--- src/rtl/mini_sysarray_sched.sv ---
// Tile scheduler for a 2x2-output systolic array: walks output tiles row-major,
// runs K chunks per tile, accumulates with saturation and hands off finished tiles.
module mini_sysarray_sched #(
    parameter int WIDTH    = 8,
    parameter int ACC_W    = 20,
    parameter int M_TILES  = 4,
    parameter int N_TILES  = 4,
    parameter int K_CHUNKS = 4,
    parameter int IDX_W    = 4
) (
    input  logic                        clk,
    input  logic                        _reset,
    input  logic                        start,
    input  logic                        abort,
    input  logic                        cal_importance,
    output logic                        busy,
    output logic                        done,
    output logic                        tile_req,
    output logic [IDX_W-1:0]            tile_row,
    output logic [IDX_W-1:0]            tile_col,
    output logic [IDX_W-1:0]            tile_k,
    input  logic                        tile_ack,
    output logic                        sa_enable,
    output logic                        sa_cal_importance,
    input  logic                        sa_done,
    input  logic signed [2*WIDTH-1:0]   sa_result0,
    input  logic signed [2*WIDTH-1:0]   sa_result1,
    input  logic signed [2*WIDTH-1:0]   sa_result2,
    input  logic signed [2*WIDTH-1:0]   sa_result3,
    input  logic [2*WIDTH-1:0]          sa_importance,
    output logic                        out_valid,
    input  logic                        out_ready,
    output logic [IDX_W-1:0]            out_row,
    output logic [IDX_W-1:0]            out_col,
    output logic signed [ACC_W-1:0]     out_c00,
    output logic signed [ACC_W-1:0]     out_c01,
    output logic signed [ACC_W-1:0]     out_c10,
    output logic signed [ACC_W-1:0]     out_c11,
    output logic [2*WIDTH-1:0]          out_importance
);
    localparam int RW = 2 * WIDTH;
    localparam logic [IDX_W-1:0] K_LAST   = IDX_W'(K_CHUNKS - 1);
    localparam logic [IDX_W-1:0] COL_LAST = IDX_W'(N_TILES - 1);
    localparam logic [IDX_W-1:0] ROW_LAST = IDX_W'(M_TILES - 1);

    typedef enum logic [2:0] {
        S_IDLE, S_REQ, S_RUN, S_ACC, S_OUT, S_FIN
    } state_t;

    state_t state_reg, state_next;

    logic [IDX_W-1:0]  row_reg, col_reg, k_reg;
    logic              imp_en_reg;
    logic [RW-1:0]     imp_reg;

    logic signed [RW-1:0]    result_in [4];
    logic signed [RW-1:0]    hold_reg  [4];
    logic signed [ACC_W-1:0] acc_reg   [4];

    logic last_chunk, last_tile, abort_hit, start_hit, xfer, acc_clear;

    assign last_chunk = (k_reg == K_LAST);
    assign last_tile  = (row_reg == ROW_LAST) && (col_reg == COL_LAST);
    assign abort_hit  = abort && (state_reg != S_IDLE);
    assign start_hit  = start && (state_reg == S_IDLE);
    assign xfer       = (state_reg == S_OUT) && out_ready && !abort;
    assign acc_clear  = abort_hit || start_hit || xfer;

    assign result_in[0] = sa_result0;
    assign result_in[1] = sa_result1;
    assign result_in[2] = sa_result2;
    assign result_in[3] = sa_result3;

    always_ff @(posedge clk or negedge _reset) begin
        if (!_reset) begin
            state_reg <= S_IDLE;
        end else begin
            state_reg <= state_next;
        end
    end

    always_comb begin
        state_next        = state_reg;
        busy              = 1'b0;
        done              = 1'b0;
        tile_req          = 1'b0;
        sa_enable         = 1'b0;
        sa_cal_importance = 1'b0;
        out_valid         = 1'b0;
        unique case (state_reg)
            S_IDLE: begin
                if (start) state_next = S_REQ;
            end
            S_REQ: begin
                busy     = 1'b1;
                tile_req = 1'b1;
                if (tile_ack) state_next = S_RUN;
            end
            S_RUN: begin
                busy              = 1'b1;
                sa_enable         = 1'b1;
                sa_cal_importance = imp_en_reg && last_chunk;
                if (sa_done) state_next = S_ACC;
            end
            S_ACC: begin
                busy       = 1'b1;
                state_next = last_chunk ? S_OUT : S_REQ;
            end
            S_OUT: begin
                busy      = 1'b1;
                out_valid = 1'b1;
                if (out_ready) state_next = last_tile ? S_FIN : S_REQ;
            end
            S_FIN: begin
                done       = 1'b1;
                state_next = S_IDLE;
            end
            default: state_next = S_IDLE;
        endcase
        if (abort_hit) state_next = S_IDLE;
    end

    // Indices and Importance; indices return to 0 after the final tile and on abort.
    always_ff @(posedge clk or negedge _reset) begin
        if (!_reset) begin
            row_reg    <= '0;
            col_reg    <= '0;
            k_reg      <= '0;
            imp_en_reg <= 1'b0;
            imp_reg    <= '0;
        end else if (abort_hit) begin
            row_reg    <= '0;
            col_reg    <= '0;
            k_reg      <= '0;
            imp_en_reg <= 1'b0;
            imp_reg    <= '0;
        end else if (start_hit) begin
            row_reg    <= '0;
            col_reg    <= '0;
            k_reg      <= '0;
            imp_en_reg <= cal_importance;
            imp_reg    <= '0;
        end else if (state_reg == S_ACC) begin
            if (imp_en_reg && last_chunk) imp_reg <= sa_importance;
            if (!last_chunk) k_reg <= k_reg + IDX_W'(1);
        end else if (xfer) begin
            k_reg   <= '0;
            imp_reg <= '0;
            if (last_tile) begin
                row_reg <= '0;
                col_reg <= '0;
            end else if (col_reg == COL_LAST) begin
                col_reg <= '0;
                row_reg <= row_reg + IDX_W'(1);
            end else begin
                col_reg <= col_reg + IDX_W'(1);
            end
        end
    end

    // Per-lane result capture and saturating accumulation; overflow shows as a
    // disagreement between the two top bits of the one-bit-wider sum.
    generate
        for (genvar gi = 0; gi < 4; gi++) begin : g_lane
            logic signed [ACC_W:0] sum_ext;
            assign sum_ext = {acc_reg[gi][ACC_W-1], acc_reg[gi]}
                           + {{(ACC_W + 1 - RW){hold_reg[gi][RW-1]}}, hold_reg[gi]};

            always_ff @(posedge clk or negedge _reset) begin
                if (!_reset) begin
                    hold_reg[gi] <= '0;
                end else if ((state_reg == S_RUN) && sa_done && !abort) begin
                    hold_reg[gi] <= result_in[gi];
                end
            end

            always_ff @(posedge clk or negedge _reset) begin
                if (!_reset) begin
                    acc_reg[gi] <= '0;
                end else if (acc_clear) begin
                    acc_reg[gi] <= '0;
                end else if (state_reg == S_ACC) begin
                    if (sum_ext[ACC_W] != sum_ext[ACC_W-1]) begin
                        acc_reg[gi] <= sum_ext[ACC_W] ? {1'b1, {(ACC_W-1){1'b0}}}
                                                      : {1'b0, {(ACC_W-1){1'b1}}};
                    end else begin
                        acc_reg[gi] <= sum_ext[ACC_W-1:0];
                    end
                end
            end
        end
    endgenerate

    assign tile_row       = row_reg;
    assign tile_col       = col_reg;
    assign tile_k         = k_reg;
    assign out_row        = row_reg;
    assign out_col        = col_reg;
    assign out_c00        = acc_reg[0];
    assign out_c01        = acc_reg[1];
    assign out_c10        = acc_reg[2];
    assign out_c11        = acc_reg[3];
    assign out_importance = imp_reg;

endmodule

--- config.mk ---
export PLATFORM = sky130hd
export DESIGN_NAME = mini_sysarray_sched
export DESIGN_NICKNAME = d
export VERILOG_FILES = /design/src/rtl/mini_sysarray_sched.sv
export SDC_FILE = /design/constraint.sdc
export NUM_CORES = 1
export LEC_CHECK = 0
export ABC_AREA = 1
export ABC_CLOCK_PERIOD_IN_PS = 4900
export BUFFER_PORTS_ARGS = -buffer_cell sky130_fd_sc_hd__buf_2
export CAP_MARGIN = 10
export CORE_MARGIN = 2
export CORE_UTILIZATION = 45
export CTS_CLUSTER_SIZE = 25
export DETAILED_ROUTE_END_ITERATION = 10
export GPL_ROUTABILITY_DRIVEN = 0
export MAX_ROUTING_LAYER = met4
export PLACE_DENSITY = 0.68
export RECOVER_POWER = 25
export SYNTH_ARGS = -nofsm -noshare
export SYNTH_HDL_FRONTEND = slang
export SYNTH_SLANG_ARGS = --single-unit
export TNS_END_PERCENT = 20
--- constraint.sdc ---
create_clock -name clk -period 4.9 [get_ports clk]
set_clock_uncertainty 0.15 [all_clocks]
set_input_delay 0.98 -clock clk [delete_from_list [all_inputs] [get_ports clk]]
set_output_delay 0.98 -clock clk [all_outputs]
set_load 0.01 [all_outputs]
==> key figures, run 1 <==
Status
  • Status: finished with violations
  • Failing checks: capacitance limit, slew limit

Floorplanning
  • Site Rows: 61
  • Core area: 27900 sq um
  • Starting Density: 45.8%
  • Die footprint: 29800 sq um
  • Die height: 173 um
  • Top Ports: 210
  • Die X: 173 um

Timing
  • Final worst-path cycle share: 66.6%
  • Final Slew Violations: 110
  • Final setup violation count: 0
  • Final Hold Viols: 0
  • Hold slack: 0.359 ns
  • Setup_tns: 0 ns
  • Setup slack after layout: 1.63 ns
  • RSZ-0062 raised after global routing: no
  • Max frequency: 306 MHz
  • Final Critical Period: 3.27 ns
  • Worst Tran Pin Value: 2.74 ns
  • Worst slew margin: -83.0%

Detailed routing
  • Routed Antenna Nets: 0
  • DRC viols: 0
  • Vias/cell: 5.13
  • DRT iter0 DRCs: 616
  • WL final: 32700 um
  • Routed vias: 11.9k
  • Per-cell routed wire length: 14.1 um
  • DR pass1 iterations: 5

Place
  • DP Wirelength: 24000 um
  • # port buffers: 209
  • Number of cells after detailed placement: 2284
  • Worst slack at placement: 1.98 ns

Worst setup path
  • Cell chain of the critical path: clkbuf_2, buf_4
  • R2r startpoint: out_c10[0]$_DFFE_PN0P_
  • Startpoint types: input pin
  • Slowest CP cell: clkbuf_2
  • CP Class: input pin to asynchronous set/reset pin
  • Cell family with most CP delay: buffers and inverters
  • CP startpoint: _reset
  • Slowest stage delay, CP: 1.87 ns
  • Worst Path Required: 5.30 ns
  • Worst Setup End Kind: asynchronous set/reset pin
  • Worst Path Arrival: 3.66 ns
  • CP Max Fanout: 109
  • WP buf/inv: 2

Cells and area
  • Commonest non-fill, non-tap cell in the layout: nand2_1
  • Inserted Diodes: 0
  • Fin cells: 2314
  • Nets: 2100
  • Number of flip-flops in the largest register: 64
  • Share of cells above drive strength 1: 19.0%
  • Finished Core Util: 52.6%
  • Synth-to-layout area growth: 14.7%
  • Commonest non-fill, non-tap cells in the layout: nand2_1, buf_2, dfrtp_1

GRT
  • GRT overflow: 0
  • GRT Total Usage: 22.9%
  • Initial antenna violation count: 0
  • Global-route wire length before repair: 55500 um
  • Vias in the first global route: 11.4k
  • Largest net degree at the start of global routing: 110

Logic synthesis
  • Synth area leader: dfrtp_1
  • Post-synth cell types: 42
  • Synth Flop Type: dfrtp_1
  • Syn_area_per_cell: 7.37 sq um
  • Yosys top cell area share: 34.4%
  • Area contributors post-synth: dfrtp_1, nand2_1, ha_1, nand3_1, mux2_2
  • Mapped Area: 12800 sq um
  • Sequential area share after synthesis: 34.4%
  • Syn_nets: 1911
  • EDFF count, synth: 0
  • FF+latch count, synth: 176
  • Async set or reset register ratio after synthesis: 100%
  • Synth warnings: 0
  • Post-Syn Instances: 1736

Clock network
  • Hold buffer count at cts: 0
  • CTS Buf Count: 17
  • TritonCTS Sinks: 176
  • Longest Clk Path Bufs: 2
  • H-tree Lvls: 4
  • Clock slew at reported path FFs: 0.08 ns
  • Clock tree from TritonCTS: built
  • Post-CTS sizing: 0
  • Root Driver: clkbuf_16
  • Worst-Skew Late Latency: 0.44 ns
  • Setup bufs post-CTS: 0

Run
  • Max Cap Violations: 1

Worst hold path
  • Min-Delay Path Class: flop to flop
  • Min-delay src: imp_en_reg$_DFFE_PN0P_

Pwr
  • Pwr dens: 751 nW/um^2
  • Worst vdd ir: 437 uV
  • Leak: 8.23 nW
[logic make-up after synthesis]
logic type | share of synthesized area [%]
flops | 34.4
compound gates | 6.70
buf+inv | 7.11
xor+xnor | 3.35
fa+ha+maj | 8.74
simple gates | 34.1
mux | 5.63
[Yosys cell counts, types with 2 or more instances]
| library cell | number |
|---|---|
| nand2_1 | 622 |
| dfrtp_1 | 176 |
| inv_1 | 163 |
| nand3_1 | 155 |
| nor2_1 | 104 |
| ha_1 | 83 |
| a21oi_1 | 69 |
| mux2_2 | 64 |
| xnor2_1 | 35 |
| nand4_1 | 32 |
| o21ai_0 | 26 |
| buf_2 | 23 |
| nand2_2 | 20 |
| nor3_1 | 19 |
| o21bai_1 | 19 |
| nand3b_1 | 16 |
| xor2_1 | 14 |
| nor2_2 | 13 |
| o21ai_1 | 12 |
| buf_4 | 10 |
| inv_2 | 8 |
| buf_6 | 6 |
| a21oi_4 | 4 |
| and2_1 | 4 |
| fa_1 | 4 |
| a21oi_2 | 3 |
| clkbuf_1 | 3 |
| nand2_4 | 3 |
| nand3b_4 | 3 |
| nand4_2 | 3 |
| nor2_4 | 3 |
| o22ai_1 | 3 |
| and2_2 | 2 |
| and2_4 | 2 |
| nor3b_1 | 2 |
| o21a_1 | 2 |
[final cells by class]
type,instances,area (sq um)
clock buffer,17,425
clock inverter,13,200
fill,2818,13300
inverter,171,642
multi-input combinational,1347,7470
sequential,176,4400
tap,378,473
timing repair buffer,212,1070
[metal layers]
layer	wire length [um]	vias up	track usage (%)	part of all wire, %
li1	-	6022	-	-
met1	15200	5502	29.5	46
met2	15200	301	37.5	47
met3	1800	39	4.20	5.5
met4	480	0	5.47	1.5
met5	0	-	-	0
[where the power goes]
part	leakage, nW	switching (W)	internal (W)
registers	2.30	0.000519	0.00207
logic	5.63	0.00433	0.00260
clock network	0.303	0.000634	0.000863
total	8.23	0.00549	0.00553
[worst register-to-register path: stages (launching register included)]
cell     delay [ns]
dfrtp_1        0.39
ha_1           0.26
fa_1           0.44
nand2_1        0.09
nand2_1        0.05
o21ai_1        0.17
inv_1          0.10
nand2_1        0.13
nand3_1        0.11
nand2_1        0.09
nand2_2        0.09
a21oi_4        0.49
nand2_1        0.14
nand2_1        0.10
[metrics by stage]
| stage | instance area [sq um] | power, W |
|---|---|---|
| 4_1_cts | 14700 | 0.0111 |
| 6_report | 14700 | 0.0110 |
| 3_5_place_dp | 14100 | 0.00953 |
| 5_1_grt | 14700 | 0.0122 |
| 2_1_floorplan | 12800 | 0.00794 |
| 3_3_place_gp | 14100 | 0.00942 |
[worst paths after layout]
check / endpoint / slack, ns / depth (start not counted)
worst max register to register: out_c10[13]$_DFFE_PN0P_ / 2.03 / 13
worst min-delay path: imp_en_reg$_DFFE_PN0P_ / 0.36 / 1
min in group asynchronous: hold_reg[57]$_DFFE_PN0P_ / 1.23 / 1
worst max-delay path: out_c01[1]$_DFFE_PN0P_ / 1.63 / 2
worst min register to register: imp_en_reg$_DFFE_PN0P_ / 0.36 / 1
max in group clk: out_c10[13]$_DFFE_PN0P_ / 2.03 / 13
No activity file was read; power rests on OpenSTA's default activity.
==> run 2, diff against run 1 <==
- ABC_CLOCK_PERIOD_IN_PS: 4900 -> 3400
- clock period: 4.9 -> 3.4 ns (I/O delays scaled with it)
==> key figures, run 2 (synthesis gave the netlist of run 1 again) <==
Clock network
  • CTS Buf Count: 17 (unchanged)
  • Clock slew at reported path FFs: 0.08 ns (about the same)
  • H-tree Lvls: 4 (unchanged)
  • TritonCTS Sinks: 176 (unchanged)
  • Hold buffer count at cts: 0 (unchanged)
  • Setup bufs post-CTS: 0 (unchanged)
  • Longest Clk Path Bufs: 2 (unchanged)
  • Worst-Skew Late Latency: 0.45 ns (about the same)
  • Post-CTS sizing: 0 (unchanged)
  • Clock tree from TritonCTS: built
  • Root Driver: clkbuf_16

GRT
  • Vias in the first global route: 11.6k (+2.0%)
  • Global-route wire length before repair: 56100 um (+1.1%)
  • Initial antenna violation count: 3 (+3)
  • GRT Total Usage: 23.2% (+0.29 points)
  • Largest net degree at the start of global routing: 83 (-25%)
  • GRT overflow: 0 (unchanged)

Worst setup path
  • CP Class: flop to flop
  • Cell chain of the critical path: ha_1, fa_1, nand2_1, nand2_1, o21ai_1, inv_1, nand2_1, nand3_1, nand2_1, nand2_2, a21oi_4, nand2_1, nand2_1
  • Worst Path Required: 3.63 ns (-1.67 ns)
  • CP Max Fanout: 19 (-83%)
  • Worst Setup End Kind: flop
  • Slowest CP cell: a21oi_4
  • Cell family with most CP delay: simple AND/OR/NAND/NOR gates
  • Slowest stage delay, CP: 0.49 ns (-1.38 ns)
  • WP buf/inv: 1 (-1)
  • Worst Path Arrival: 3.03 ns (-0.63 ns)
  • Startpoint types: flop
  • Most frequent CP cell: nand2_1

Timing
  • Final setup violation count: 0 (unchanged)
  • Final worst-path cycle share: 82.3%
  • Worst Tran Pin Value: 2.09 ns (-0.651 ns)
  • Worst slew margin: -39.6% (+43 points)
  • RSZ-0062 raised after global routing: no
  • Final Hold Viols: 0 (unchanged)
  • Final Slew Violations: 82 (-25%)
  • Final Critical Period: 2.80 ns
  • Setup_tns: 0 ns (unchanged)
  • Max frequency: 358 MHz

Cells and area
  • Share of cells above drive strength 1: 19.3% (+0.32 points)
  • Fill cells: 2773 (-1.6%)
  • Commonest non-fill, non-tap cell in the layout: nand2_1
  • Number of flip-flops in the largest register: 64 (unchanged)
  • Commonest non-fill, non-tap cells in the layout: nand2_1, buf_2, dfrtp_1
  • Synth-to-layout area growth: 14.8%
  • Nets: 2102 (+0.095%)
  • Post-route design area: 14700 sq um (+0.10%)

Detailed routing
  • WL final: 32800 um (+0.41%)
  • DRT iter0 DRCs: 720 (+17%)
  • Vias/cell: 5.13 (about the same)
  • DR pass1 iterations: 5 (unchanged)
  • Routed vias: 11.9k (+0.40%)
  • Routed Antenna Nets: 0 (unchanged)
  • DRC viols: 0 (unchanged)
  • Per-cell routed wire length: 14.1 um (+0.11%)

Floorplanning
  • Starting Density: 45.8% (unchanged)
  • Die height: 173 um (unchanged)
  • Core area: 27900 sq um (unchanged)
  • Site Rows: 61 (unchanged)
  • Top Ports: 210 (unchanged)
  • Die footprint: 29800 sq um (unchanged)
  • Die X: 173 um (unchanged)

Place
  • DP Wirelength: 24500 um (+2.2%)
  • Placed Area: 14100 sq um (+0.37%)
  • # port buffers: 209 (unchanged)

Status
  • Status: finished with violations
  • Failing checks: capacitance limit, slew limit

Pwr
  • Total Power: 0.0158 W (+43%)
  • Leak: 8.22 nW (-0.12%)
  • Pwr dens: 1070 nW/um^2 (+43%)
  • Worst vdd ir: 450 uV (+2.9%)

Worst hold path
  • Min-Delay Path Class: input pin to flop

Run
  • Max Cap Violations: 1 (unchanged)
## run 2: cell types whose count changed in the layout (fill, tap and decap cells not counted), sizes merged
cell	previous run	this run
buf	211	212
diode	0	3
inv	177	180
bufinv	4	0
clkbuf	18	20
clkinvlp	1	3
## run 2: area by class of cell
class	count	area, sq um	share of cell area (%)
Antenna cell	3	7.51	0.0511
Clock buffer	18	439	2.99
Clock inverter	14	120	0.817
Inverter	171	642	4.37
Multi-Input combinational cell	1347	7490	51.0
Sequential cell	176	4400	30.0
Tap cell	378	473	3.22
Timing Repair Buffer	214	1120	7.60
## run 2: worst paths after layout
| check | start | end | slack [ns] | cells after the start |
|---|---|---|---|---|
| max reg2reg | out_c10[0]$_DFFE_PN0P_ | out_c10[8]$_DFFE_PN0P_ | 0.60 | 13 |
| min | out_ready | state_reg[2]$_DFFE_PN0P_ | 0.29 | 2 |
| min in group asynchronous | _reset | hold_reg[55]$_DFFE_PN0P_ | 0.69 | 1 |
| min reg2reg | imp_en_reg$_DFFE_PN0P_ | imp_en_reg$_DFFE_PN0P_ | 0.36 | 1 |
| max | out_c10[0]$_DFFE_PN0P_ | out_c10[8]$_DFFE_PN0P_ | 0.60 | 13 |
| max in group asynchronous | _reset | out_c11[8]$_DFFE_PN0P_ | 0.94 | 2 |
## run 2: worst register-to-register path, delay by kind of cell, from the launching register on
| family | cells | cell delay (ns) |
|---|---|---|
| DFF | 1 | 0.41 |
| buffers and inverters | 1 | 0.09 |
| adders and majority gates | 2 | 0.70 |
| and+or+nand+nor | 8 | 0.75 |
| AOI/OAI and AO/OA | 2 | 0.63 |
## run 2: routing by layer
layer | GRT usage [%] | routed length (um)
met2 | 37.8 | 15200
met5 | - | 0
met3 | 5.58 | 1830
met4 | 4.98 | 472
met1 | 29.4 | 15300
## run 2: power by group
group,internal [W],total (W),switching [W]
combinational,0.00381,0.0101,0.00629
clock,0.000981,0.00193,0.000951
sequential,0.00299,0.00374,0.000753
total,0.00778,0.0158,0.00799
## run 2: metrics by stage
stage / std cells / utilization (%) / worst slack, ns / hold slack [ns]
5_1_grt: 2321 / 52.6 / 0.352 / 0.274
3_5_place_dp: 2286 / 50.6 / 0.618 / 0.340
6_report: 2321 / 52.6 / 0.603 / 0.293
4_1_cts: 2318 / 52.6 / 0.591 / 0.135
3_3_place_gp: 2286 / 50.6 / 0.758 / 0.336
2_1_floorplan: 1736 / - / 0.950 / 0.234
